File: src/rtl/maze_game_ctrl_if.sv
// maze_game_ctrl_if: controller <-> carver/player/display signal bundle
interface maze_game_ctrl_if;
  logic         btn_new;
  logic [1:0]   speed_sel;
  logic         move_up;
  logic         move_down;
  logic         move_left;
  logic         move_right;
  logic         carve_finished;
  logic [3:0]   carve_fin_x;
  logic [3:0]   carve_fin_y;
  logic [255:0] maze_data;
  logic         carve_start;
  logic [4:0]   carve_width;
  logic [4:0]   carve_height;
  logic [25:0]  carve_slow_time;
  logic [3:0]   player_x;
  logic [3:0]   player_y;
  logic [3:0]   goal_x;
  logic [3:0]   goal_y;
  logic [2:0]   level;
  logic [2:0]   state;
  logic         win;
  logic [7:0]   timeout_cnt;
  modport master (
    input  btn_new, speed_sel, move_up, move_down, move_left, move_right,
           carve_finished, carve_fin_x, carve_fin_y, maze_data,
    output carve_start, carve_width, carve_height, carve_slow_time,
           player_x, player_y, goal_x, goal_y, level, state, win, timeout_cnt
  );
  modport slave (
    output btn_new, speed_sel, move_up, move_down, move_left, move_right,
           carve_finished, carve_fin_x, carve_fin_y, maze_data,
    input  carve_start, carve_width, carve_height, carve_slow_time,
           player_x, player_y, goal_x, goal_y, level, state, win, timeout_cnt
  );
endinterface

File: src/rtl/maze_game_ctrl.sv
// maze_game_ctrl: level/carve/play/win sequencer for the maze game (optional CARVE_TIMEOUT_EN adds a carve watchdog)
module maze_game_ctrl #(
  parameter int unsigned WIN_HOLD    = 50_000_000,
  parameter logic [25:0] CARVE_LIMIT = 26'h3FF_FFFF
) (
  input logic clk,
  input logic rst_n,
  maze_game_ctrl_if.master bus
);
  typedef enum logic [2:0] {IDLE, START, ARM, CARVE, PLAY, WIN} state_t;
  state_t st, st_n;
  logic [2:0] level_n;
  logic [3:0] px_n, py_n, gx_n, gy_n;
  logic [25:0] slow_n;
  logic [31:0] hold_cnt, hold_n;
  logic win_n, mv, ok, tmo;
  logic [4:0] tx, ty;
  assign bus.state = st;
  assign bus.carve_start = st == START;
  assign bus.carve_width = 5'd6 + {1'b0, bus.level, 1'b0};
  assign bus.carve_height = bus.carve_width;
`ifdef CARVE_TIMEOUT_EN
  logic [25:0] tmo_cnt;
  logic [7:0] tmo_total;
  logic carving;
  assign carving = st == ARM || st == CARVE;
  assign tmo = carving && tmo_cnt + 26'd1 >= CARVE_LIMIT && !bus.btn_new && !(st == CARVE && bus.carve_finished);
  assign bus.timeout_cnt = tmo_total;
  // watchdog: counts ARM+CARVE cycles, tallies expiries with saturation
  always_ff @(posedge clk or negedge rst_n)
    if (!rst_n) begin
      tmo_cnt <= '0;
      tmo_total <= '0;
    end else begin
      tmo_cnt <= carving && !tmo && !bus.btn_new ? tmo_cnt + 26'd1 : 26'd0;
      tmo_total <= tmo && tmo_total != 8'hFF ? tmo_total + 8'd1 : tmo_total;
    end
`else
  assign tmo = 1'b0;
  assign bus.timeout_cnt = '0;
`endif
  // candidate move: one pulse honoured per cycle, up > left > down > right
  always_comb begin
    tx = {1'b0, bus.player_x};
    ty = {1'b0, bus.player_y};
    mv = 1'b0;
    if (bus.move_up) begin
      mv = bus.player_y != 4'd0;
      ty = ty - 5'd1;
    end else if (bus.move_left) begin
      mv = bus.player_x != 4'd0;
      tx = tx - 5'd1;
    end else if (bus.move_down) begin
      mv = 1'b1;
      ty = ty + 5'd1;
    end else if (bus.move_right) begin
      mv = 1'b1;
      tx = tx + 5'd1;
    end
    ok = mv && tx < bus.carve_width && ty < bus.carve_height && bus.maze_data[{ty[3:0], tx[3:0]}];
  end
  // next state and next datapath values; a new-game request overrides everything
  always_comb begin
    st_n = st;
    level_n = bus.level;
    px_n = bus.player_x;
    py_n = bus.player_y;
    gx_n = bus.goal_x;
    gy_n = bus.goal_y;
    slow_n = bus.carve_slow_time;
    hold_n = 32'd0;
    win_n = 1'b0;
    if (bus.btn_new) begin
      st_n = START;
      level_n = 3'd0;
    end else if (tmo) st_n = START;
    else
      case (st)
        START: begin
          st_n = ARM;
          slow_n = bus.speed_sel == 2'd0 ? 26'd0 : bus.speed_sel == 2'd1 ? 26'd1_000 :
                   bus.speed_sel == 2'd2 ? 26'd100_000 : 26'd5_000_000;
        end
        ARM: st_n = bus.carve_finished ? ARM : CARVE;
        CARVE:
          if (bus.carve_finished) begin
            st_n = PLAY;
            gx_n = bus.carve_fin_x;
            gy_n = bus.carve_fin_y;
            px_n = 4'd0;
            py_n = 4'd0;
          end
        PLAY:
          if (bus.player_x == bus.goal_x && bus.player_y == bus.goal_y) begin
            st_n = WIN;
            win_n = 1'b1;
          end else if (ok) begin
            px_n = tx[3:0];
            py_n = ty[3:0];
          end
        WIN:
          if (hold_cnt + 32'd1 >= WIN_HOLD) begin
            st_n = START;
            level_n = bus.level == 3'd5 ? 3'd0 : bus.level + 3'd1;
          end else hold_n = hold_cnt + 32'd1;
        IDLE: st_n = IDLE;
        default: st_n = IDLE;
      endcase
  end
  // state and datapath registers
  always_ff @(posedge clk or negedge rst_n)
    if (!rst_n) begin
      st <= IDLE;
      bus.level <= '0;
      bus.player_x <= '0;
      bus.player_y <= '0;
      bus.goal_x <= '0;
      bus.goal_y <= '0;
      bus.carve_slow_time <= '0;
      bus.win <= 1'b0;
      hold_cnt <= '0;
    end else begin
      st <= st_n;
      bus.level <= level_n;
      bus.player_x <= px_n;
      bus.player_y <= py_n;
      bus.goal_x <= gx_n;
      bus.goal_y <= gy_n;
      bus.carve_slow_time <= slow_n;
      bus.win <= win_n;
      hold_cnt <= hold_n;
    end
endmodule

File: src/flat_wrapper.sv
// flat-port wrapper written by rule: the top's interface ports become plain ports
module maze_game_ctrl_flat 
#(
  parameter int unsigned WIN_HOLD    = 50_000_000,
  parameter logic [25:0] CARVE_LIMIT = 26'h3FF_FFFF
)
  (clk, rst_n, bus_btn_new, bus_speed_sel, bus_move_up, bus_move_down, bus_move_left, bus_move_right, bus_carve_finished, bus_carve_fin_x, bus_carve_fin_y, bus_maze_data, bus_carve_start, bus_carve_width, bus_carve_height, bus_carve_slow_time, bus_player_x, bus_player_y, bus_goal_x, bus_goal_y, bus_level, bus_state, bus_win, bus_timeout_cnt);
  maze_game_ctrl_if bus_i ();
  input logic clk;
  input logic rst_n;
  input wire logic [$bits(bus_i.btn_new)-1:0] bus_btn_new;
  input wire logic [$bits(bus_i.speed_sel)-1:0] bus_speed_sel;
  input wire logic [$bits(bus_i.move_up)-1:0] bus_move_up;
  input wire logic [$bits(bus_i.move_down)-1:0] bus_move_down;
  input wire logic [$bits(bus_i.move_left)-1:0] bus_move_left;
  input wire logic [$bits(bus_i.move_right)-1:0] bus_move_right;
  input wire logic [$bits(bus_i.carve_finished)-1:0] bus_carve_finished;
  input wire logic [$bits(bus_i.carve_fin_x)-1:0] bus_carve_fin_x;
  input wire logic [$bits(bus_i.carve_fin_y)-1:0] bus_carve_fin_y;
  input wire logic [$bits(bus_i.maze_data)-1:0] bus_maze_data;
  output wire logic [$bits(bus_i.carve_start)-1:0] bus_carve_start;
  output wire logic [$bits(bus_i.carve_width)-1:0] bus_carve_width;
  output wire logic [$bits(bus_i.carve_height)-1:0] bus_carve_height;
  output wire logic [$bits(bus_i.carve_slow_time)-1:0] bus_carve_slow_time;
  output wire logic [$bits(bus_i.player_x)-1:0] bus_player_x;
  output wire logic [$bits(bus_i.player_y)-1:0] bus_player_y;
  output wire logic [$bits(bus_i.goal_x)-1:0] bus_goal_x;
  output wire logic [$bits(bus_i.goal_y)-1:0] bus_goal_y;
  output wire logic [$bits(bus_i.level)-1:0] bus_level;
  output wire logic [$bits(bus_i.state)-1:0] bus_state;
  output wire logic [$bits(bus_i.win)-1:0] bus_win;
  output wire logic [$bits(bus_i.timeout_cnt)-1:0] bus_timeout_cnt;
  assign bus_i.btn_new = bus_btn_new;
  assign bus_i.speed_sel = bus_speed_sel;
  assign bus_i.move_up = bus_move_up;
  assign bus_i.move_down = bus_move_down;
  assign bus_i.move_left = bus_move_left;
  assign bus_i.move_right = bus_move_right;
  assign bus_i.carve_finished = bus_carve_finished;
  assign bus_i.carve_fin_x = bus_carve_fin_x;
  assign bus_i.carve_fin_y = bus_carve_fin_y;
  assign bus_i.maze_data = bus_maze_data;
  assign bus_carve_start = bus_i.carve_start;
  assign bus_carve_width = bus_i.carve_width;
  assign bus_carve_height = bus_i.carve_height;
  assign bus_carve_slow_time = bus_i.carve_slow_time;
  assign bus_player_x = bus_i.player_x;
  assign bus_player_y = bus_i.player_y;
  assign bus_goal_x = bus_i.goal_x;
  assign bus_goal_y = bus_i.goal_y;
  assign bus_level = bus_i.level;
  assign bus_state = bus_i.state;
  assign bus_win = bus_i.win;
  assign bus_timeout_cnt = bus_i.timeout_cnt;
  maze_game_ctrl #(.WIN_HOLD(WIN_HOLD), .CARVE_LIMIT(CARVE_LIMIT)) u_core (.clk(clk), .rst_n(rst_n), .bus(bus_i));
endmodule
File: config.mk
export PLATFORM = sky130hd
export DESIGN_NAME = maze_game_ctrl_flat
export DESIGN_NICKNAME = d
export VERILOG_FILES = /design/src/rtl/maze_game_ctrl_if.sv /design/src/rtl/maze_game_ctrl.sv /design/src/flat_wrapper.sv
export SDC_FILE = /design/constraint.sdc
export NUM_CORES = 1
export LEC_CHECK = 0
export BUFFER_PORTS_ARGS = -buffer_cell sky130_fd_sc_hd__buf_2
export CORE_AREA = 2 2 134 136
export CTS_CLUSTER_SIZE = 16
export DETAILED_ROUTE_END_ITERATION = 10
export DIE_AREA = 0 0 136 138
export GPL_ROUTABILITY_DRIVEN = 0
export PLACE_DENSITY_LB_ADDON = 0.2
export SYNTH_ARGS = -nofsm -noshare
export SYNTH_HDL_FRONTEND = slang
export SYNTH_SLANG_ARGS = --single-unit
File: constraint.sdc
create_clock -name clk -period 4.5 [get_ports clk]
set_clock_uncertainty 0.05 [all_clocks]
set_input_delay 0.675 -clock clk [delete_from_list [all_inputs] [get_ports clk]]
set_output_delay 0.675 -clock clk [all_outputs]
set_load 0.02 [all_outputs]
## Word-level counts from Yosys, hierarchy flattened

Index checks and enable logic that the tools add are counted.

| word-level totals | value |
|---|---|
| bits in registers | 81 |
| bits in latches | 0 |
| memory bits (writable) | 0 |
| memory bits (read-only) | 0 |
| input bits | 274 |
| memories kept | 0 |

| operators by class | value |
|---|---|
| add/sub/neg operators | 7 |
| multipliers | 0 |
| divide/modulo/power cells | 0 |
| magnitude comparators | 4 |
| equal/unequal tests | 16 |
| shift-type cells | 0 |
| multiplexer cells | 39 |
| bitwise logic cells | 1 |
| reductions and logical operators | 15 |

Operator list:

| operator | count |
|---|---|
| 32-bit two-way mux | 3 |
| 26-bit two-way mux | 2 |
| 5-bit two-way mux | 7 |
| 32-bit by 1-bit adder with 32-bit output (second input constant) | 1 |
| 32-bit by 26-bit >= comparator with 1-bit output (second input constant) | 1 |
| 3-bit two-way mux | 8 |
| 23-bit two-way mux | 1 |
| 4-bit two-way mux | 5 |
| 4-bit one-hot mux with 2 select lines | 2 |
| 3-bit one-hot mux with 5 select lines | 1 |
| 4-bit by 1-bit adder with 5-bit output (second input constant) | 2 |
| 5-bit < comparator | 2 |
| 4-bit by 1-bit subtractor with 5-bit output (second input constant) | 2 |
| 3-bit == test (second input constant) | 3 |
| 8-bit by 9-bit < comparator with 1-bit output (second input constant) | 1 |
| 1-bit two-way mux | 9 |
| 1-bit binary-select mux with 8-bit select | 1 |
| 4-bit == test | 2 |
| 4-bit nonzero test | 2 |
| 3-bit by 2-bit == test with 1-bit output (second input constant) | 2 |
| 3-bit by 2-bit inequality test with 1-bit output (second input constant) | 2 |
| 3-bit AND reduction | 2 |
| 2-bit nonzero test | 3 |
| 3-bit by 4-bit adder with 5-bit output (first input constant) | 1 |
| 12 further kinds | 17 |

## Longest topological paths before layout

Gate-level depths: netlist (run 1).

| logic depth | value |
|---|---|
| word-level depth | 12 |
| depth in mapped cells | 17 |

## Least setup slack after synthesis (run 1)

OpenSTA, ideal clock, no wires.

| timing path | value |
|---|---|
| path kind | input port to flip-flop |
| start | input port bus_move_left |
| end | register u_core.bus.player_x[0] (netlist name) |
| setup time | 0.086 ns |
| data arrival time | 3.521 ns |
| slack | 0.843 ns |
| stages on the path | 14 |
| path buffers | 1 |
| cells stage by stage | buf_2 -> nand4bb_1 -> a21oi_1 -> xnor2_1 -> clkinv_1 -> ha_1 -> a21boi_0 -> o21a_1 -> o21ai_0 -> nand4_1 -> a41o_1 -> a31oi_1 -> nand4b_1 -> o22ai_1 |

| on the way | value |
|---|---|
| cells in the longest elaborated chain, start to end | 8 |
| elaborated cells on any way between the ends | 18 |
| classes of those cells | order compare (2); eq/ne (1); mux (11); reduce/logical (4) |

Ends and longest elaborated chain:

| item | RTL line | RTL |
|---|---|---|
| start, declared | flat_wrapper.sv:15 | `input wire logic [$bits(bus_i.move_left)-1:0] bus_move_left;` |
| branches (longest 8 deep; another with 1-bit binary-select mux with 8-bit select) | - |  |
| end signal, assigned | maze_game_ctrl.sv:125 | `bus.player_x <= px_n;` |
| end, declared | maze_game_ctrl_if.sv:29 | `player_x, player_y, goal_x, goal_y, level, state, win, timeout_cnt` |

Several ways; the timed one is not identified. The select of a mux whose other input is x is not followed.
A chain may end at the register's enable or synchronous reset.

## Final worst setup path (run 1)

| timing path | value |
|---|---|
| start | register u_core.bus.player_x[0] (netlist name) |
| end | register u_core.bus.player_x[0] (netlist name) |

| on the way | value |
|---|---|
| cells in the longest elaborated chain, start to end | 11 |
| elaborated cells on any way between the ends | 23 |
| classes of those cells | add/sub (2); order compare (1); eq/ne (3); mux (11); reduce/logical (6) |

Ends and longest elaborated chain:

| item |
|---|
| branches (longest 11 deep; another with 4-bit by 1-bit adder with 5-bit output) |

Several ways; the timed one is not identified. The select of a mux whose other input is x is not followed.

==> results of run 1 <==
## placed cells by master (no fill, tap or decap), types with 4 or more instances in the layout
cell | synthesis | layout
sky130_fd_sc_hd__mux2_2 | 8 | 8
sky130_fd_sc_hd__mux2i_1 | 21 | 21
sky130_fd_sc_hd__mux4_2 | 34 | 34
sky130_fd_sc_hd__a221oi_1 | 6 | 6
sky130_fd_sc_hd__nor4_1 | 6 | 6
sky130_fd_sc_hd__and2_1 | 5 | 5
sky130_fd_sc_hd__nor2_1 | 70 | 70
sky130_fd_sc_hd__buf_2 | 17 | 319
sky130_fd_sc_hd__or3_1 | 6 | 5
sky130_fd_sc_hd__ha_1 | 19 | 19
sky130_fd_sc_hd__a31oi_1 | 8 | 8
sky130_fd_sc_hd__nor3b_1 | 4 | 4
sky130_fd_sc_hd__clkbuf_16 | 0 | 9
sky130_fd_sc_hd__conb_1 | 1 | 28
sky130_fd_sc_hd__xor2_1 | 13 | 13
sky130_fd_sc_hd__nand2_1 | 143 | 143
sky130_fd_sc_hd__a211oi_1 | 5 | 5
sky130_fd_sc_hd__nand4b_1 | 4 | 4
sky130_fd_sc_hd__o21ai_0 | 14 | 14
sky130_fd_sc_hd__nand4_1 | 18 | 18
sky130_fd_sc_hd__o31ai_1 | 5 | 5
sky130_fd_sc_hd__o22ai_1 | 11 | 11
sky130_fd_sc_hd__nand3_1 | 48 | 48
sky130_fd_sc_hd__nor2b_1 | 5 | 5
sky130_fd_sc_hd__o211ai_1 | 5 | 5
sky130_fd_sc_hd__buf_4 | 38 | 21
sky130_fd_sc_hd__a32oi_1 | 5 | 5
sky130_fd_sc_hd__xnor2_1 | 28 | 27
sky130_fd_sc_hd__inv_1 | 27 | 27
sky130_fd_sc_hd__dfrtp_1 | 61 | 61
sky130_fd_sc_hd__nor3_1 | 13 | 13
sky130_fd_sc_hd__a21oi_1 | 21 | 21
sky130_fd_sc_hd__a22oi_1 | 4 | 4
sky130_fd_sc_hd__and3_1 | 5 | 5
## cell type report
cell class / instances / share of cell area, %
sequential: 61 / 18.2
clock inverter: 3 / 0.239
timing repair buffer: 340 / 21.0
multi-input combinational: 628 / 52.6
inverter: 29 / 1.33
clock buffer: 12 / 3.18
tap: 229 / 3.42
## per-stage QoR
step           std cells  worst slack [ns]  utilization, %  cell area, sq um  hold WS (ns)
3_3_place_gp        1287             0.528            46.1              8080         0.409
6_report            1302             0.479            47.7              8370         0.309
2_1_floorplan        794             0.843               -              6500         0.329
5_1_grt             1302             0.142            47.7              8370         0.351
3_5_place_dp        1287             0.459            46.1              8080         0.419
4_1_cts             1302             0.486            47.7              8370         0.321
## how the worst max path moves through the flow
stage / end / cells past startpoint / slack [ns] / startpoint
floorplan: u_core.bus.player_x[0]$_DFFE_PN0P_ / 14 / 0.84 / bus_move_left
global placement: u_core.bus.player_x[0]$_DFFE_PN0P_ / 13 / 0.53 / bus_move_up
detailed placement: u_core.bus.player_y[3]$_DFFE_PN0P_ / 12 / 0.46 / bus_move_up
CTS: u_core.bus.player_x[0]$_DFFE_PN0P_ / 14 / 0.49 / u_core.bus.player_x[1]$_DFFE_PN0P_
global route: u_core.bus.player_x[0]$_DFFE_PN0P_ / 14 / 0.14 / u_core.bus.player_x[0]$_DFFE_PN0P_
finish: u_core.bus.player_x[0]$_DFFE_PN0P_ / 14 / 0.48 / u_core.bus.player_x[0]$_DFFE_PN0P_
## registers in the layout (all words and copies together) (netlist names)
signal,cells
u_core.bus.player_x,4
u_core.hold_cnt,32
u_core.bus.goal_x,4
u_core.bus.state,3
u_core.bus.carve_slow_time,6
u_core.bus.level,3
u_core.bus.goal_y,4
u_core.bus.player_y,4
u_core.bus.win,1
## routing by layer
metal | track usage [%] | vias up | wire (um)
met2 | 41.4 | 256 | 11500
met5 | 0 | - | 0
li1 | - | 3340 | -
met3 | 3.15 | 46 | 1290
met1 | 33.8 | 3288 | 10300
met4 | 11.7 | 0 | 988
## worst register-to-register path, delay by kind of cell, from the launching register on
family                     cells  cell delay, ns
buffers and inverters          3            0.39
DFF                            1            0.49
and+or+nand+nor                4            1.11
AOI/OAI and AO/OA              5            1.05
muxes                          1            0.46
adders and majority gates      1            0.32
## cell families (layout without fill, tap and decap cells)
family | after synthesis | in the layout
XOR/XNOR | 41 | 41
flip-flops | 61 | 61
multiplexers | 63 | 63
buffers and inverters | 105 | 384
adder cells (fa/ha/maj) | 19 | 19
AND/OR/NAND/NOR | 349 | 349
other | 1 | 28
AO/OA/AOI/OAI | 128 | 128
## where the power goes
part           internal, mW  switching, mW
clock                 0.413          0.238
combinational         0.948           1.36
sequential            0.612         0.0945
## synthesized netlist by cell type (8+ instances only)
cell                       instances
sky130_fd_sc_hd__nand2_1         143
sky130_fd_sc_hd__nor2_1           70
sky130_fd_sc_hd__dfrtp_1          61
sky130_fd_sc_hd__nand3_1          48
sky130_fd_sc_hd__buf_4            38
sky130_fd_sc_hd__mux4_2           34
sky130_fd_sc_hd__xnor2_1          28
sky130_fd_sc_hd__inv_1            27
sky130_fd_sc_hd__a21oi_1          21
sky130_fd_sc_hd__mux2i_1          21
sky130_fd_sc_hd__ha_1             19
sky130_fd_sc_hd__nand4_1          18
sky130_fd_sc_hd__buf_2            17
sky130_fd_sc_hd__clkbuf_1         15
sky130_fd_sc_hd__o21ai_0          14
sky130_fd_sc_hd__nor3_1           13
sky130_fd_sc_hd__xor2_1           13
sky130_fd_sc_hd__o22ai_1          11
sky130_fd_sc_hd__a31oi_1           8
sky130_fd_sc_hd__mux2_2            8
==> metrics.txt, run 1 <==
# TYPE chip_impl_metric gauge
chip_impl_metric{name="worstPathMaxFanout",unit=""} 34
chip_impl_metric{name="detail_route.wirelength",unit="um"} 24100
chip_impl_metric{name="multiInputGateArea",unit="sq um"} 4400
chip_impl_metric{name="cts.repair.resized",unit=""} 0
chip_impl_info{name="synth.area.top_cells",value="sky130_fd_sc_hd__dfrtp_1, sky130_fd_sc_hd__mux4_2, sky130_fd_sc_hd__nand2_1"} 1
chip_impl_metric{name="slew_violations",unit=""} 0
chip_impl_metric{name="sequential_cell_area",unit="sq um"} 1530
chip_impl_metric{name="synthesis.area_per_instance",unit="sq um"} 8.35
chip_impl_metric{name="synth_enable_flop_cells",unit=""} 0
chip_impl_info{name="rsz0062_at_grt",value="false"} 1
chip_impl_metric{name="remaining_drc_errors",unit=""} 0
chip_impl_metric{name="yosys-mux-area-fraction",unit="%"} 16.6
chip_impl_metric{name="post_cts_buffers",unit=""} 0
chip_impl_info{name="clock-root-buffer",value="sky130_fd_sc_hd__clkbuf_16"} 1
chip_impl_metric{name="clock_tree.buffer_depth",unit=""} 2
chip_impl_metric{name="global_route.overflow_total",unit=""} 0
chip_impl_metric{name="fp.dieH",unit="um"} 138
chip_impl_metric{name="drtPass1Iterations",unit=""} 5
chip_impl_metric{name="max_slew.worst_pin.slew",unit="ns"} 1.16
chip_impl_metric{name="ff2ff_path_depth",unit=""} 14
chip_impl_metric{name="grt_first_pass_wirelength",unit="um"} 36900
chip_impl_metric{name="clkLatencyLatePin",unit="ns"} 0.33
chip_impl_metric{name="p_leak",unit="nW"} 3.87
chip_impl_info{name="cpMostUsedCell",value="sky130_fd_sc_hd__inv_1"} 1
chip_impl_metric{name="power.density",unit="nW/um^2"} 438
chip_impl_metric{name="fill_cells",unit=""} 1842
chip_impl_metric{name="timing.max_slew.rel_slack",unit="%"} 22.3
chip_impl_metric{name="cap_viol_max_count",unit=""} 0
chip_impl_metric{name="worstPathBufferInverterCount",unit=""} 3
chip_impl_info{name="critical_path.endpoint_type",value="flop"} 1
chip_impl_metric{name="finalHoldViolations",unit=""} 0
chip_impl_metric{name="place.port_buffers",unit=""} 319
chip_impl_metric{name="gr-usage-all-layers",unit="%"} 25.5
chip_impl_metric{name="cts.sinks",unit=""} 61
chip_impl_metric{name="via_count_of_the_first_global_routing_pass",unit=""} 6826
chip_impl_metric{name="slowest_delay",unit="ns"} 0.49
chip_impl_metric{name="design.die.area",unit="sq um"} 18800
chip_impl_metric{name="h_tree_level_count",unit=""} 3
chip_impl_metric{name="yosys.area_share.xor_xnor",unit="%"} 5.61
chip_impl_metric{name="netlist_instances",unit=""} 767
chip_impl_metric{name="postRouteAntennaNets",unit=""} 0
chip_impl_info{name="status",value="completed"} 1
chip_impl_metric{name="floorplan.initialDensity",unit="%"} 36.5
chip_impl_metric{name="antenna_found_initial",unit=""} 1
chip_impl_metric{name="core-area",unit="sq um"} 17500
chip_impl_metric{name="synthAdderAreaFrac",unit="%"} 3.71
chip_impl_info{name="combinational_family_with_the_most_area_after_synthesis",value="simple AND/OR/NAND/NOR gates"} 1
chip_impl_metric{name="final_period_minus_worst_setup_slack",unit="ns"} 4.02
chip_impl_metric{name="largest_net_degree_at_the_start_of_global_routing",unit=""} 40
chip_impl_metric{name="sum_of_negative_setup_slack",unit="ns"} 0
chip_impl_metric{name="die-width",unit="um"} 136
chip_impl_metric{name="hpwlAfterDp",unit="um"} 19900
chip_impl_info{name="timing.setup.critical_path_class",value="reg2reg"} 1
chip_impl_metric{name="post_drt_wl_per_cell",unit="um"} 18.5
chip_impl_info{name="postSynth.topFlopCell",value="sky130_fd_sc_hd__dfrtp_1"} 1
chip_impl_metric{name="drive_gt1_share",unit="%"} 38.9
chip_impl_metric{name="yosys_warnings",unit=""} 0
chip_impl_info{name="path_delay_family",value="simple AND/OR/NAND/NOR gates"} 1
chip_impl_metric{name="achievable-frequency",unit="MHz"} 249
chip_impl_metric{name="timing.reg2reg.setup_slack",unit="ns"} 0.48
chip_impl_metric{name="ys_types",unit=""} 81
chip_impl_metric{name="number_of_storage_elements_in_the_synthesis_netlist",unit=""} 61
chip_impl_info{name="crit_chain",value="inv_1 -> ha_1 -> inv_1 -> nor4_4 -> buf_4 -> or3_4 -> mux4_2 -> a221oi_1 -> o21ai_0 -> o31a_1 -> nand4_1 -> o311ai_1 -> nand4b_1 -> o22ai_1"} 1
chip_impl_metric{name="synth.yosys.seq_area_share",unit="%"} 23.8
chip_impl_info{name="crit-reg2reg-launch",value="u_core.bus.player_x[0]$_DFFE_PN0P_"} 1
chip_impl_metric{name="path_clk_slew",unit="ns"} 0.05
chip_impl_info{name="critPathLaunchType",value="flop"} 1
chip_impl_metric{name="setup-violations-final",unit=""} 0
chip_impl_metric{name="cts_inserted_buffers",unit=""} 9
chip_impl_metric{name="mappedNetlistArea",unit="sq um"} 6400
chip_impl_metric{name="layout-area-overhead-vs-synth",unit="%"} 30.7
chip_impl_metric{name="route.vias.total",unit=""} 6930
chip_impl_info{name="worstHoldPathType",value="in2async"} 1
chip_impl_metric{name="worstPathArrival",unit="ns"} 4.15
chip_impl_metric{name="core.rowCount",unit=""} 49
chip_impl_metric{name="cts.hold.buffers_added",unit=""} 0
chip_impl_metric{name="via_per_inst",unit=""} 5.32
chip_impl_metric{name="synth-simple-area-share",unit="%"} 25.9
chip_impl_metric{name="fin_nets",unit=""} 1362
chip_impl_info{name="cts_tree",value="built"} 1
chip_impl_info{name="synth.largest_area_cell",value="sky130_fd_sc_hd__dfrtp_1"} 1
chip_impl_info{name="worst_r2r_endpoint",value="u_core.bus.player_x[0]$_DFFE_PN0P_"} 1
chip_impl_metric{name="yosys.area.top_type_share",unit="%"} 23.8
chip_impl_metric{name="power.total",unit="mW"} 3.67
chip_impl_metric{name="antennaDiodeCount",unit=""} 0
chip_impl_info{name="cpMaxStageDelayCell",value="sky130_fd_sc_hd__dfrtp_1"} 1
chip_impl_metric{name="synth_compound_area_share",unit="%"} 14.8
chip_impl_metric{name="drt_first_iter_violations",unit=""} 412
chip_impl_metric{name="min_period_over_period",unit="%"} 89.4
chip_impl_metric{name="synth_async_sr_flop_share",unit="%"} 100
chip_impl_metric{name="ir_drop",unit="uV"} 186
chip_impl_metric{name="boundaryPins",unit=""} 342
chip_impl_metric{name="worst_ep_required_time",unit="ns"} 4.63
No activity file was read; power rests on OpenSTA's default activity.
==> inputs of run 2 (changes only) <==
--- a/config.mk
+++ b/config.mk
@@ -6,11 +6,15 @@
 export NUM_CORES = 1
 export LEC_CHECK = 0
 export BUFFER_PORTS_ARGS = -buffer_cell sky130_fd_sc_hd__buf_2
-export CORE_AREA = 2 2 134 136
+export CELL_PAD_IN_SITES_DETAIL_PLACEMENT = 2
+export CELL_PAD_IN_SITES_GLOBAL_PLACEMENT = 2
+export CORE_ASPECT_RATIO = 1.2
+export CORE_MARGIN = 2
+export CORE_UTILIZATION = 25
 export CTS_CLUSTER_SIZE = 16
 export DETAILED_ROUTE_END_ITERATION = 10
-export DIE_AREA = 0 0 136 138
 export GPL_ROUTABILITY_DRIVEN = 0
+export HOLD_SLACK_MARGIN = 0.05
 export PLACE_DENSITY_LB_ADDON = 0.2
 export SYNTH_ARGS = -nofsm -noshare
 export SYNTH_HDL_FRONTEND = slang
==> run 2 against run 1 <==
Compared with the run above: utilization decreased by 14 points; critical path type unchanged; non-clock buffer count up 3; sequential power is essentially flat; sequential cell count did not move; first-iteration DRC count is 48% lower; die area grew 43%; global-route usage down 3.6 points; count of clock-buffer cells in the layout fell by 1; largest power group unchanged.
==> metrics.txt, run 2 (same netlist as run 1, synthesis figures left out) <==
# TYPE chip_impl_metric gauge
chip_impl_info{name="status",value="completed"} 1
chip_impl_metric{name="multiInputGateArea",unit="sq um"} 4400
chip_impl_metric{name="die-width",unit="um"} 150
chip_impl_metric{name="seq_power_share",unit="%"} 18.2
chip_impl_info{name="cts_tree",value="built"} 1
chip_impl_info{name="critPathLaunchType",value="flop"} 1
chip_impl_metric{name="layout-area-overhead-vs-synth",unit="%"} 34.2
chip_impl_metric{name="design.die.area",unit="sq um"} 26900
chip_impl_metric{name="final_area",unit="sq um"} 8590
chip_impl_metric{name="cts_inserted_buffers",unit=""} 9
chip_impl_metric{name="post_drt_wl_per_cell",unit="um"} 21.0
chip_impl_metric{name="place.port_buffers",unit=""} 319
chip_impl_info{name="launching_element_of_the_worst_setup_path",value="u_core.bus.player_x[0]$_DFFE_PN0P_"} 1
chip_impl_metric{name="detail_route.wirelength",unit="um"} 29600
chip_impl_metric{name="post_cts_buffers",unit=""} 0
chip_impl_metric{name="dp_slack",unit="ns"} 0.282
chip_impl_metric{name="cts.hold.buffers_added",unit=""} 0
chip_impl_info{name="largest-register",value="u_core.hold_cnt"} 1
chip_impl_metric{name="drive_gt1_share",unit="%"} 39.1
chip_impl_metric{name="placed_area",unit="sq um"} 8270
chip_impl_metric{name="antenna_found_initial",unit=""} 7
chip_impl_metric{name="cap_viol_max_count",unit=""} 0
chip_impl_info{name="crit_chain",value="inv_1 -> ha_1 -> inv_1 -> a32o_1 -> or3_4 -> buf_12 -> mux4_2 -> a221oi_1 -> o21ai_0 -> o31a_1 -> nand4_1 -> o311ai_1 -> nand4b_1 -> o22ai_1"} 1
chip_impl_metric{name="fin_nets",unit=""} 1365
chip_impl_metric{name="power_switching_share",unit="%"} 46.9
chip_impl_metric{name="clock_tree.buffer_depth",unit=""} 2
chip_impl_metric{name="power_frac_clock",unit="%"} 18.7
chip_impl_metric{name="power.total",unit="mW"} 3.88
chip_impl_metric{name="final_period_minus_worst_setup_slack",unit="ns"} 4.23
chip_impl_info{name="critical_path.endpoint_type",value="flop"} 1
chip_impl_metric{name="largest_net_degree_at_the_start_of_global_routing",unit=""} 38
chip_impl_metric{name="gr-usage-all-layers",unit="%"} 21.9
chip_impl_metric{name="cp.depth",unit=""} 14
chip_impl_metric{name="worstPathBufferInverterCount",unit=""} 3
chip_impl_info{name="rsz0062_at_grt",value="false"} 1
chip_impl_metric{name="global_route.overflow_total",unit=""} 0
chip_impl_metric{name="via_count_of_the_first_global_routing_pass",unit=""} 7855
chip_impl_info{name="layout_common_cells",value="sky130_fd_sc_hd__buf_2, sky130_fd_sc_hd__nand2_1, sky130_fd_sc_hd__nor2_1"} 1
chip_impl_info{name="cpMostUsedCell",value="sky130_fd_sc_hd__inv_1"} 1
chip_impl_metric{name="cts.repair.resized",unit=""} 0
chip_impl_metric{name="route.vias.total",unit=""} 7116
chip_impl_metric{name="utilization_after_layout",unit="%"} 33.9
chip_impl_metric{name="ir_drop",unit="uV"} 209
chip_impl_metric{name="postRouteAntennaNets",unit=""} 0
chip_impl_metric{name="p_switching",unit="mW"} 1.82
chip_impl_metric{name="power.combinational.fraction",unit="%"} 63.1
chip_impl_info{name="crit-reg2reg-launch",value="u_core.bus.player_x[0]$_DFFE_PN0P_"} 1
chip_impl_metric{name="ff2ff_path_depth",unit=""} 14
chip_impl_info{name="worstHoldPathType",value="in2async"} 1
chip_impl_metric{name="non_filler_instance_count_after_layout",unit=""} 1411
chip_impl_metric{name="fp.dieH",unit="um"} 179
chip_impl_info{name="layout_commonest_cell",value="sky130_fd_sc_hd__buf_2"} 1
chip_impl_metric{name="min_period_over_period",unit="%"} 94.0
chip_impl_metric{name="largest_register_ffs",unit=""} 32
chip_impl_info{name="clock-root-buffer",value="sky130_fd_sc_hd__clkbuf_16"} 1
chip_impl_metric{name="p_int",unit="mW"} 2.06
chip_impl_metric{name="hpwlAfterDp",unit="um"} 24600
chip_impl_metric{name="placed_cells",unit=""} 1391
chip_impl_metric{name="h_tree_level_count",unit=""} 3
chip_impl_metric{name="boundaryPins",unit=""} 342
chip_impl_metric{name="slew_violations",unit=""} 0
chip_impl_metric{name="core-area",unit="sq um"} 25300
chip_impl_metric{name="path_clk_slew",unit="ns"} 0.05
chip_impl_metric{name="finalHoldViolations",unit=""} 0
chip_impl_metric{name="slowest_delay",unit="ns"} 0.56
chip_impl_info{name="cpMaxStageDelayCell",value="sky130_fd_sc_hd__dfrtp_1"} 1
chip_impl_metric{name="power.density",unit="nW/um^2"} 452
chip_impl_info{name="path_delay_family",value="compound AO/OA/AOI/OAI gates"} 1
chip_impl_info{name="largest_registers",value="u_core.hold_cnt: 32 flops, u_core.bus.carve_slow_time: 6 flops"} 1
chip_impl_metric{name="max_slew.worst_pin.slew",unit="ns"} 0.987
chip_impl_metric{name="hold-worst-slack",unit="ns"} 0.367
chip_impl_metric{name="p_leak",unit="nW"} 3.90
chip_impl_metric{name="final.setup.worst_slack",unit="ns"} 0.270
chip_impl_metric{name="worst_ep_required_time",unit="ns"} 4.64
chip_impl_metric{name="fill_cells",unit=""} 3089
chip_impl_metric{name="grt_first_pass_wirelength",unit="um"} 44900
chip_impl_metric{name="drtPass1Iterations",unit=""} 4
chip_impl_metric{name="worstPathArrival",unit="ns"} 4.37
chip_impl_metric{name="worstPathMaxFanout",unit=""} 37
chip_impl_metric{name="cts.sinks",unit=""} 61
chip_impl_metric{name="core.rowCount",unit=""} 64
chip_impl_info{name="timing.setup.critical_path_class",value="reg2reg"} 1
chip_impl_metric{name="timing.max_slew.rel_slack",unit="%"} 34.0
chip_impl_metric{name="achievable-frequency",unit="MHz"} 236
chip_impl_metric{name="setup-violations-final",unit=""} 0
chip_impl_metric{name="remaining_drc_errors",unit=""} 0
chip_impl_metric{name="floorplan.initialDensity",unit="%"} 25.3
chip_impl_metric{name="sequential_cell_area",unit="sq um"} 1530
chip_impl_metric{name="clkLatencyLatePin",unit="ns"} 0.34
chip_impl_metric{name="sum_of_negative_setup_slack",unit="ns"} 0
chip_impl_metric{name="drt_first_iter_violations",unit=""} 214
chip_impl_metric{name="via_per_inst",unit=""} 5.04
[run 2: changes by cell type in the layout (fill, tap and decap cells not counted)]
cell / before / now
sky130_fd_sc_hd__buf_12: 0 / 3
sky130_fd_sc_hd__clkinv_4: 0 / 1
sky130_fd_sc_hd__clkbuf_8: 3 / 2
sky130_fd_sc_hd__bufinv_16: 0 / 1
sky130_fd_sc_hd__diode_2: 0 / 4
[run 2: area by class of cell]
class / count / area share, %
repair buffers: 343 / 21.1
clock inverters: 5 / 0.685
inverters: 29 / 1.30
clock buffers: 11 / 2.94
multi-input cells: 628 / 51.3
flip-flops and latches: 61 / 17.8
well taps: 330 / 4.81
diodes: 4 / 0.117
[run 2: path summary, 6_finish.rpt]
check | to | slack, ns
setup / recovery | u_core.bus.player_x[0]$_DFFE_PN0P_ | 0.27
hold / removal | u_core.hold_cnt[30]$_DFF_PN0_ | 0.37
setup reg to reg | u_core.bus.player_x[0]$_DFFE_PN0P_ | 0.27
hold reg to reg | u_core.bus.carve_slow_time[3]$_DFFE_PN0P_ | 0.42
max in group asynchronous | u_core.bus.goal_y[0]$_DFFE_PN0P_ | 3.11
min in group clk | u_core.bus.carve_slow_time[3]$_DFFE_PN0P_ | 0.42
[run 2: power by group through the flow]
stage	Combinational (mW)	Sequential [mW]	Clock, mW
final	2.45	0.706	0.727
after floorplan	1.60	0.756	0
after global placement	2.45	0.717	0
after CTS	2.48	0.710	0.752
after global routing	2.68	0.719	0.768
after detailed placement	2.47	0.718	0
[run 2: layer usage]
| layer | GRT usage [%] | part of all wire, % |
|---|---|---|
| met5 | 0 | 0.091 |
| met4 | 7.08 | 2.3 |
| met3 | 4.61 | 5.9 |
| met2 | 40.5 | 54 |
| met1 | 24.9 | 38 |
[run 2: worst reg2reg max path, delay by kind of cell (launching register included)]
family	cells	cell delay [ns]
adder cells (fa/ha/maj)	1	0.35
multiplexers	1	0.36
AO/OA/AOI/OAI	6	1.33
flip-flops	1	0.56
AND/OR/NAND/NOR	3	0.97
buffers and inverters	3	0.45
==> inputs of run 3 (changes only) <==
--- a/config.mk
+++ b/config.mk
@@ -13,9 +13,9 @@
 export CORE_UTILIZATION = 25
 export CTS_CLUSTER_SIZE = 16
 export DETAILED_ROUTE_END_ITERATION = 10
-export GPL_ROUTABILITY_DRIVEN = 0
 export HOLD_SLACK_MARGIN = 0.05
 export PLACE_DENSITY_LB_ADDON = 0.2
+export RECOVER_POWER = 100
 export SYNTH_ARGS = -nofsm -noshare
 export SYNTH_HDL_FRONTEND = slang
 export SYNTH_SLANG_ARGS = --single-unit
==> run 3 against run 2 <==
Compared with the run above: the run now ends with max-capacitance violations, max-slew violations left; combinational power about the same; register-to-register slack improved by 0.02 ns; setup slack gained 0.017 ns; utilization is 0.31 points lower; wire length barely moved; fmax up 0.40%; via count hardly changed; final cell count about the same; sequential share of layout area is 0.16 points higher; first-iteration DRC count is 0.47% higher; critical endpoint unchanged; largest cell class unchanged; largest power group unchanged; highest routed layer unchanged.
==> metrics.txt, run 3 (same netlist as run 1, synthesis figures left out) <==
# TYPE chip_impl_metric gauge
chip_impl_info{name="status",value="finished with violations"} 1
chip_impl_info{name="failed_checks",value="max-capacitance violations, max-slew violations"} 1
chip_impl_metric{name="power.total",unit="mW"} 3.86
chip_impl_metric{name="placed_cells",unit=""} 1391
chip_impl_info{name="critical_path.endpoint_type",value="flop"} 1
chip_impl_metric{name="power_frac_clock",unit="%"} 18.8
chip_impl_info{name="largest_registers",value="u_core.hold_cnt: 32 flops, u_core.bus.carve_slow_time: 6 flops"} 1
chip_impl_metric{name="fp.dieH",unit="um"} 179
chip_impl_metric{name="min_period_over_period",unit="%"} 93.6
chip_impl_info{name="critPathLaunchType",value="flop"} 1
chip_impl_metric{name="clkLatencyLatePin",unit="ns"} 0.34
chip_impl_metric{name="core.rowCount",unit=""} 64
chip_impl_info{name="min-delay-start",value="u_core.bus.carve_slow_time[3]$_DFFE_PN0P_"} 1
chip_impl_metric{name="largest_register_ffs",unit=""} 32
chip_impl_metric{name="power.density",unit="nW/um^2"} 453
chip_impl_metric{name="detail_route.wirelength",unit="um"} 29700
chip_impl_metric{name="drt_first_iter_violations",unit=""} 215
chip_impl_metric{name="clock_tree.buffer_depth",unit=""} 2
chip_impl_metric{name="via_count_of_the_first_global_routing_pass",unit=""} 7855
chip_impl_metric{name="post_drt_wl_per_cell",unit="um"} 21.0
chip_impl_metric{name="p_int",unit="mW"} 2.04
chip_impl_metric{name="slowest_delay",unit="ns"} 0.56
chip_impl_metric{name="ir_drop",unit="uV"} 207
chip_impl_metric{name="largest_net_degree_at_the_start_of_global_routing",unit=""} 38
chip_impl_info{name="cts_tree",value="built"} 1
chip_impl_metric{name="antenna_found_initial",unit=""} 7
chip_impl_metric{name="drtPass1Iterations",unit=""} 4
chip_impl_metric{name="die-width",unit="um"} 150
chip_impl_metric{name="via_per_inst",unit=""} 5.05
chip_impl_metric{name="grt_first_pass_wirelength",unit="um"} 44900
chip_impl_metric{name="boundaryPins",unit=""} 342
chip_impl_metric{name="fin_nets",unit=""} 1365
chip_impl_metric{name="timing.max_slew.rel_slack",unit="%"} -22.9
chip_impl_info{name="worstHoldPathType",value="reg2reg"} 1
chip_impl_metric{name="cts.hold.buffers_added",unit=""} 0
chip_impl_info{name="cpMostUsedCell",value="sky130_fd_sc_hd__inv_1"} 1
chip_impl_metric{name="post_cts_buffers",unit=""} 0
chip_impl_metric{name="hold_depth",unit=""} 2
chip_impl_metric{name="remaining_drc_errors",unit=""} 0
chip_impl_metric{name="sum_of_negative_setup_slack",unit="ns"} 0
chip_impl_metric{name="hpwlAfterDp",unit="um"} 24600
chip_impl_metric{name="final_period_minus_worst_setup_slack",unit="ns"} 4.21
chip_impl_metric{name="achievable-frequency",unit="MHz"} 237
chip_impl_info{name="crit_chain",value="inv_1 -> ha_1 -> inv_1 -> a32o_1 -> or3_4 -> buf_12 -> mux4_2 -> a221oi_1 -> o21ai_0 -> o31a_1 -> nand4_1 -> o311ai_1 -> nand4b_1 -> o22ai_1"} 1
chip_impl_info{name="largest-register",value="u_core.hold_cnt"} 1
chip_impl_metric{name="slew_violations",unit=""} 64
chip_impl_info{name="crit-reg2reg-launch",value="u_core.bus.player_x[0]$_DFFE_PN0P_"} 1
chip_impl_metric{name="fill_cells",unit=""} 3100
chip_impl_metric{name="layout-area-overhead-vs-synth",unit="%"} 32.9
chip_impl_metric{name="worst_ep_required_time",unit="ns"} 4.63
chip_impl_metric{name="place.port_buffers",unit=""} 319
chip_impl_metric{name="cts.sinks",unit=""} 61
chip_impl_metric{name="utilization_after_layout",unit="%"} 33.6
chip_impl_metric{name="h_tree_level_count",unit=""} 3
chip_impl_metric{name="place.gp.congestion",unit=""} 0.834
chip_impl_metric{name="power.combinational.fraction",unit="%"} 62.8
chip_impl_metric{name="setup-violations-final",unit=""} 0
chip_impl_metric{name="hold-worst-slack",unit="ns"} 0.427
chip_impl_info{name="launching_element_of_the_worst_setup_path",value="u_core.bus.player_x[0]$_DFFE_PN0P_"} 1
chip_impl_metric{name="global_route.overflow_total",unit=""} 0
chip_impl_metric{name="sequential_cell_area",unit="sq um"} 1530
chip_impl_metric{name="postRouteAntennaNets",unit=""} 0
chip_impl_metric{name="seq_power_share",unit="%"} 18.4
chip_impl_info{name="cpMaxStageDelayCell",value="sky130_fd_sc_hd__dfrtp_1"} 1
chip_impl_metric{name="multiInputGateArea",unit="sq um"} 4400
chip_impl_metric{name="cts_inserted_buffers",unit=""} 9
chip_impl_metric{name="design.die.area",unit="sq um"} 26900
chip_impl_metric{name="ff2ff_path_depth",unit=""} 14
chip_impl_metric{name="non_filler_instance_count_after_layout",unit=""} 1410
chip_impl_metric{name="max_slew.worst_pin.slew",unit="ns"} 1.84
chip_impl_metric{name="p_switching",unit="mW"} 1.82
chip_impl_metric{name="drive_gt1_share",unit="%"} 34.3
chip_impl_metric{name="power_switching_share",unit="%"} 47.2
chip_impl_metric{name="path_clk_slew",unit="ns"} 0.06
chip_impl_info{name="rsz0062_at_grt",value="false"} 1
chip_impl_metric{name="core-area",unit="sq um"} 25300
chip_impl_metric{name="finalHoldViolations",unit=""} 0
chip_impl_info{name="layout_common_cells",value="sky130_fd_sc_hd__buf_2, sky130_fd_sc_hd__nand2_1, sky130_fd_sc_hd__nor2_1"} 1
chip_impl_metric{name="floorplan.initialDensity",unit="%"} 25.3
chip_impl_metric{name="gr-usage-all-layers",unit="%"} 21.9
chip_impl_metric{name="worstPathMaxFanout",unit=""} 37
chip_impl_metric{name="cts.repair.resized",unit=""} 0
chip_impl_metric{name="worstPathArrival",unit="ns"} 4.35
chip_impl_metric{name="route.vias.total",unit=""} 7117
chip_impl_info{name="layout_commonest_cell",value="sky130_fd_sc_hd__buf_2"} 1
chip_impl_metric{name="p_leak",unit="nW"} 3.73
chip_impl_metric{name="cap_viol_max_count",unit=""} 2
chip_impl_info{name="timing.setup.critical_path_class",value="reg2reg"} 1
chip_impl_info{name="clock-root-buffer",value="sky130_fd_sc_hd__clkbuf_16"} 1
## run 3: changes by cell type in the layout (fill, tap and decap cells not counted)
cell / before / now
sky130_fd_sc_hd__a31o_2: 1 / 0
sky130_fd_sc_hd__buf_2: 319 / 271
sky130_fd_sc_hd__clkbuf_1: 0 / 50
sky130_fd_sc_hd__or3_1: 5 / 6
sky130_fd_sc_hd__clkbuf_2: 0 / 1
sky130_fd_sc_hd__buf_4: 21 / 18
sky130_fd_sc_hd__diode_2: 4 / 3
sky130_fd_sc_hd__a31o_1: 1 / 2
sky130_fd_sc_hd__or3_4: 3 / 2
## run 3: critical path, delay by kind of cell, from the launching register on
family / cells / cell delay [ns]
AO/OA/AOI/OAI: 6 / 1.33
AND/OR/NAND/NOR: 3 / 0.97
flip-flops: 1 / 0.56
buffers and inverters: 3 / 0.45
adder cells (fa/ha/maj): 1 / 0.35
multiplexers: 1 / 0.32
## run 3: power by group through the flow
| stage | Clock, mW | Sequential (mW) | Combinational (mW) |
|---|---|---|---|
| finish | 0.725 | 0.709 | 2.42 |
| global route | 0.768 | 0.722 | 2.66 |
| CTS | 0.752 | 0.710 | 2.48 |
| detailed placement | 0 | 0.718 | 2.47 |
| global placement | 0 | 0.717 | 2.45 |
| floorplan | 0 | 0.756 | 1.60 |
## run 3: area by class of cell
cell class	instances	share of cell area, %
Tap cell	330	4.85
Antenna cell	3	0.0882
Timing Repair Buffer	343	20.5
Clock buffer	11	2.97
Inverter	29	1.31
Clock inverter	5	0.691
Sequential cell	61	17.9
Multi-Input combinational cell	628	51.7
## run 3: stage by stage
stage               setup WS [ns]  cell area, sq um
floorplan                   0.843              6500
global placement            0.421              8270
detailed placement          0.282              8270
CTS                         0.287              8580
global route               0.0844              8510
finish                      0.287              8510
## run 3: path summary, 6_finish.rpt
path	end	slack (ns)
worst max-delay path	u_core.bus.player_x[0]$_DFFE_PN0P_	0.29
worst min-delay path	u_core.bus.carve_slow_time[3]$_DFFE_PN0P_	0.43
worst max register to register	u_core.bus.player_x[0]$_DFFE_PN0P_	0.29
worst min register to register	u_core.bus.carve_slow_time[3]$_DFFE_PN0P_	0.43
max in group asynchronous	u_core.bus.goal_y[2]$_DFFE_PN0P_	1.21
min in group asynchronous	u_core.hold_cnt[27]$_DFF_PN0_	0.78
## run 3: routing by layer
layer / vias to the layer above / GRT usage [%] / share of wire, %
li1: 3352 / - / -
met1: 3500 / 24.9 / 38
met2: 223 / 40.5 / 54
met3: 38 / 4.61 / 5.8
met4: 4 / 7.08 / 2.3
met5: - / 0 / 0.091
